## config.mk

```make
export PLATFORM = sky130hd
export DESIGN_NAME = cache_control
export DESIGN_NICKNAME = d
export VERILOG_FILES = /design/src/rtl/lc3b_types.sv /design/src/rtl/cache_sat_counter.sv /design/src/rtl/cache_control.sv
export SDC_FILE = /design/constraint.sdc
export NUM_CORES = 1
export LEC_CHECK = 0
export CORE_MARGIN = 2
export CORE_UTILIZATION = 40
export CTS_CLUSTER_SIZE = 40
export DETAILED_ROUTE_END_ITERATION = 12
export PLACE_DENSITY = 0.81
export SYNTH_ARGS = -nofsm -noshare
export SYNTH_HDL_FRONTEND = slang
export SYNTH_SLANG_ARGS = --single-unit
export TNS_END_PERCENT = 10
```

## constraint.sdc

```tcl
create_clock -name clk -period 2.1 [get_ports clk]
set_input_delay 0.42 -clock clk [delete_from_list [all_inputs] [get_ports clk]]
set_output_delay 0.42 -clock clk [all_outputs]
set_load 0.01 [all_outputs]
```

## src/rtl/lc3b_types.sv

```systemverilog
// Shared types for the L1 cache: controller state encoding and way identifiers.
package lc3b_types;

    typedef enum logic [1:0] {
        CHECK,
        WRITEBACK,
        ALLOCATE
    } cache_state_t;

    localparam logic WAY0 = 1'b0;
    localparam logic WAY1 = 1'b1;

endpackage

```

## src/rtl/cache_sat_counter.sv

```systemverilog
// Saturating up-counter used for the cache hit/miss performance statistics.
module cache_sat_counter #(
    parameter int WIDTH = 16
) (
    input  logic             clk,
    input  logic             rst,
    input  logic             inc,
    output logic [WIDTH-1:0] count
);

    // NOTE: sequential state uses non-blocking assignments so every flop samples pre-edge values.
    always_ff @(posedge clk) begin
        if (rst) begin
            count <= '0;
        end else if (inc && (count != '1)) begin
            count <= count + WIDTH'(1);
        end
    end

endmodule

```

## src/rtl/cache_control.sv

```systemverilog
// Controller FSM for the 2-way set-associative L1 cache: hit check, LRU update,
// dirty-victim writeback, line allocation and hit/miss statistics.
module cache_control
    import lc3b_types::*;
#(
    parameter int CNT_WIDTH = 16
) (
    input  logic                 clk,
    input  logic                 rst,
    input  logic                 mem_read,
    input  logic                 mem_write,
    input  logic                 hit0,
    input  logic                 hit1,
    input  logic                 valid0,
    input  logic                 valid1,
    input  logic                 dirty0,
    input  logic                 dirty1,
    input  logic                 lru_out,
    input  logic                 pmem_resp,
    output logic                 mem_resp,
    output logic                 pmem_read,
    output logic                 pmem_write,
    output logic                 load0,
    output logic                 load1,
    output logic                 load_data_valid_dirty,
    output logic                 load_tag,
    output logic                 load_lru,
    output logic                 valid_in,
    output logic                 dirty_in,
    output logic                 lru_in,
    output logic                 data_sel,
    output logic                 way_sel,
    output logic                 pmem_addr_sel,
    output logic [CNT_WIDTH-1:0] hit_count,
    output logic [CNT_WIDTH-1:0] miss_count
);

    cache_state_t r_state;
    logic         r_victim;
    logic         r_refill;

    logic w_req;
    logic w_hit;
    logic w_hit_way;
    logic w_victim_next;
    logic w_victim_dirty;
    logic w_hit_inc;
    logic w_miss_inc;

    assign w_req     = mem_read | mem_write;
    assign w_hit     = hit0 | hit1;
    assign w_hit_way = hit0 ? WAY0 : WAY1;

    // Fill an invalid way first; only evict by LRU when the set is full.
    assign w_victim_next  = !valid0 ? WAY0 : (!valid1 ? WAY1 : lru_out);
    assign w_victim_dirty = (w_victim_next == WAY0) ? (valid0 & dirty0) : (valid1 & dirty1);

    assign w_hit_inc  = (r_state == CHECK) && w_req && w_hit && !r_refill;
    assign w_miss_inc = (r_state == CHECK) && w_req && !w_hit;

    always_ff @(posedge clk) begin
        if (rst) begin
            r_state  <= CHECK;
            r_victim <= WAY0;
            r_refill <= 1'b0;
        end else begin
            case (r_state)
                CHECK: begin
                    if (w_req && w_hit) begin
                        r_refill <= 1'b0;
                    end else if (w_req) begin
                        r_victim <= w_victim_next;
                        r_refill <= 1'b1;
                        r_state  <= w_victim_dirty ? WRITEBACK : ALLOCATE;
                    end
                end
                WRITEBACK: begin
                    if (pmem_resp) r_state <= ALLOCATE;
                end
                ALLOCATE: begin
                    if (pmem_resp) r_state <= CHECK;
                end
                default: r_state <= CHECK;
            endcase
        end
    end

    // NOTE: every output gets a default before the case so no path can infer a latch.
    always_comb begin
        mem_resp              = 1'b0;
        pmem_read             = 1'b0;
        pmem_write            = 1'b0;
        load0                 = 1'b0;
        load1                 = 1'b0;
        load_data_valid_dirty = 1'b0;
        load_tag              = 1'b0;
        load_lru              = 1'b0;
        valid_in              = 1'b0;
        dirty_in              = 1'b0;
        lru_in                = 1'b0;
        data_sel              = 1'b0;
        way_sel               = w_hit_way;
        pmem_addr_sel         = 1'b0;
        case (r_state)
            CHECK: begin
                if (w_req && w_hit) begin
                    mem_resp = 1'b1;
                    load_lru = 1'b1;
                    lru_in   = ~w_hit_way;
                    if (mem_write) begin
                        load_data_valid_dirty = 1'b1;
                        load0                 = (w_hit_way == WAY0);
                        load1                 = (w_hit_way == WAY1);
                        valid_in              = 1'b1;
                        dirty_in              = 1'b1;
                    end
                end
            end
            WRITEBACK: begin
                pmem_write    = 1'b1;
                pmem_addr_sel = 1'b1;
                way_sel       = r_victim;
            end
            ALLOCATE: begin
                pmem_read = 1'b1;
                way_sel   = r_victim;
                if (pmem_resp) begin
                    load_data_valid_dirty = 1'b1;
                    load_tag              = 1'b1;
                    load0                 = (r_victim == WAY0);
                    load1                 = (r_victim == WAY1);
                    valid_in              = 1'b1;
                    data_sel              = 1'b1;
                end
            end
            default: ;
        endcase
    end

    cache_sat_counter #(.WIDTH(CNT_WIDTH)) u_hit_counter (
        .clk   (clk),
        .rst   (rst),
        .inc   (w_hit_inc),
        .count (hit_count)
    );

    cache_sat_counter #(.WIDTH(CNT_WIDTH)) u_miss_counter (
        .clk   (clk),
        .rst   (rst),
        .inc   (w_miss_inc),
        .count (miss_count)
    );

endmodule
```

==> flow_summary.json <==
{
  "outcome": "finished, final reports clean",
  "setup_viol": 0,
  "skew_ns": 0.00587,
  "dieArea_sq_um": 5740,
  "ant_nets": 0,
  "coreArea_sq_um": 5040,
  "worstPathMaxFanout": 15,
  "maxSlewHeadroom_pct": 67.1,
  "synthTopCellsByArea": "dfxtp_1 35%, o31ai_1 5.8%, or4_1 5.8%",
  "cts_hold_buf": 0,
  "async_reset_ff_share_pct": 0,
  "path_clk_slew_ns": 0.07,
  "syn-instance-count": 249,
  "cts_sinks": 36,
  "period_needed_ns": 2.04,
  "dp_cells": 387,
  "first_iter_violations": 155,
  "cts_buffers": 5,
  "ios": 58,
  "viasPerCell": 5.61,
  "regArea_sq_um": 723,
  "final_core_util_pct": 57.9,
  "worstSetupPathType": "in2reg",
  "power.total_w": 0.00152,
  "drtPass1Iterations": 4,
  "yosys_warnings": 0,
  "yosysUniqueCellTypes": 43,
  "routedWlPerCell_microns": 13.8,
  "dpl_cell_area_sq_um": 2810,
  "drive_above_1_share_pct": 14.8,
  "min_period_over_period_pct": 97.0,
  "post-dp-hpwl_mm": 3.96,
  "synth_top_area_share_pct": 35.0,
  "cts_tree": "done",
  "cp-end-kind": "flip-flop",
  "layout_setup_ws_ns": 0.0632,
  "syn_to_final_growth_pct": 41.9,
  "max_freq_mhz": 491,
  "syn_area_per_cell_sq_um": 8.27,
  "p_per_area_nw_per_um2": 521,
  "antennaDiodeCount": 0,
  "h-tree-depth": 2,
  "stdcell_area_sq_um": 2920,
  "final_nets": 341,
  "required_ns": 2.28,
  "worstPathArrival_ns": 2.22,
  "tightest_slew_ns": 0.494,
  "pre_cts_slack_ns": -0.268,
  "ys_ff_latch": 36,
  "grt_max_degree": 26,
  "yosysTopAreaCell": "dfxtp_1",
  "vias": 2217,
  "startpoint_type": "input port",
  "fin_cells": 395,
  "routed_wl_mm": 5.46,
  "grt.total_usage_pct": 19.9,
  "core.rowCount": 26,
  "die_h_microns": 75.7,
  "final-hold-violation-count": 0,
  "place.gp.congestion": 0.839,
  "clockBufferDepth": 2,
  "filler_cell_count": 471,
  "io_buffers": 57,
  "cts_setup_buffers": 0,
  "grt_pass1_wl_mm": 8.86,
  "ir_worst_vdd_mv": 0.350,
  "grt_overflow": 0,
  "cap_violations": 0,
  "initial_core_util_pct": 40.8,
  "antenna_found_initial": 0,
  "synth_edf_count": 0,
  "multi_input_area_sq_um": 1240,
  "cts-root-buf": "clkbuf_8",
  "final_max_slew_viol_count": 0,
  "seq_area_frac_synth_pct": 35.0,
  "rsz0062_at_grt": "true",
  "synthFlopType": "dfxtp_1",
  "netlist_area_sq_um": 2060,
  "layout_commonest_cell": "clkdlybuf4s50_1",
  "first_global_vias": 1949,
  "reg2reg_slack_ns": 0.10,
  "layout_common_cells": "43 x clkdlybuf4s50_1, 34 x dfxtp_1, 24 x buf_4",
  "clock_latency_ns": 0.29,
  "p_leak_nw": 1.06,
  "hp-class": "reg2reg",
  "synthesis.nets": 266,
  "drc": 0,
  "die_w_microns": 75.7
}
[through the flow]
stage,setup TNS (ns),hold WS (ns)
global route,-0.119,0.477
finish,0,0.452
global placement,-3.80,0.440
CTS,-0.138,0.453
detailed placement,-4.92,0.444
floorplan,0,0.430
[layer usage]
metal	up-vias	wire length [microns]	global-route usage, %	part of all wire (%)
met3	7	308	4.63	5.6
met5	-	0	0	0
li1	1103	-	-	-
met2	69	2580	32.3	47
met4	0	74	6.04	1.4
met1	1038	2500	26.4	46
[cell usage after synthesis, types with 5 or more instances]
cell      number
nor2b_1        6
o21ai_0        7
nor4_1         8
o31ai_1       16
nand2_1       20
or3_1          5
or4_1         16
nand4_1       12
dfxtp_1       36
a21oi_1       23
ha_1           5
nor2_1        19
nand3_1       11
inv_1          9
clkbuf_1       5
[state kept, by name, indices dropped and copies added, names as in the netlist]
name / flops
u_hit_counter.count: 16
r_state: 2
r_victim: 1
u_miss_counter.count: 16
r_refill: 1
[cell type report]
| type | instances | area share [%] |
|---|---|---|
| multi-input combinational | 191 | 42.5 |
| clock buffer | 8 | 3.08 |
| sequential | 36 | 24.8 |
| timing repair buffer | 81 | 25.5 |
| inverter | 9 | 1.16 |
| tap | 70 | 3.00 |
[where the power goes]
| group | switching (W) | total, W | internal, W |
|---|---|---|---|
| Combinational | 0.000155 | 0.000304 | 0.000150 |
| Clock | 0.000240 | 0.000508 | 0.000268 |
| Sequential | 0.0000135 | 0.000711 | 0.000697 |
[worst paths after layout]
path / endpoint / cells after the start / start
worst min-delay path: r_refill / 2 / r_refill
worst max-delay path: u_hit_counter.count[6] / 5 / hit1
worst min register to register: r_refill / 2 / r_refill
worst max register to register: u_hit_counter.count[6] / 6 / r_state[1]
[repair_timing]
| action | CTS | global route |
|---|---|---|
| setup endpoints to repair | 9 | 15 |
| resized for setup | 10 | 14 |
| pin swaps | 0 | 2 |
[cells by family after synthesis]
logic type | Yosys count | synth area share (%)
DFF | 36 | 35.0
muxes | 10 | 5.29
buffers and inverters | 22 | 5.84
adders and majority gates | 5 | 3.04
and+or+nand+nor | 115 | 31.6
AOI/OAI and AO/OA | 61 | 19.2
[critical path, cell delays in order]
cell and delay, ns:
clkdlybuf4s50_1 0.49, o21bai_1 0.13, or2_1 0.42, nor4_1 0.37, mux2_2 0.38
Note: power is estimated with default switching activity, not from simulation.
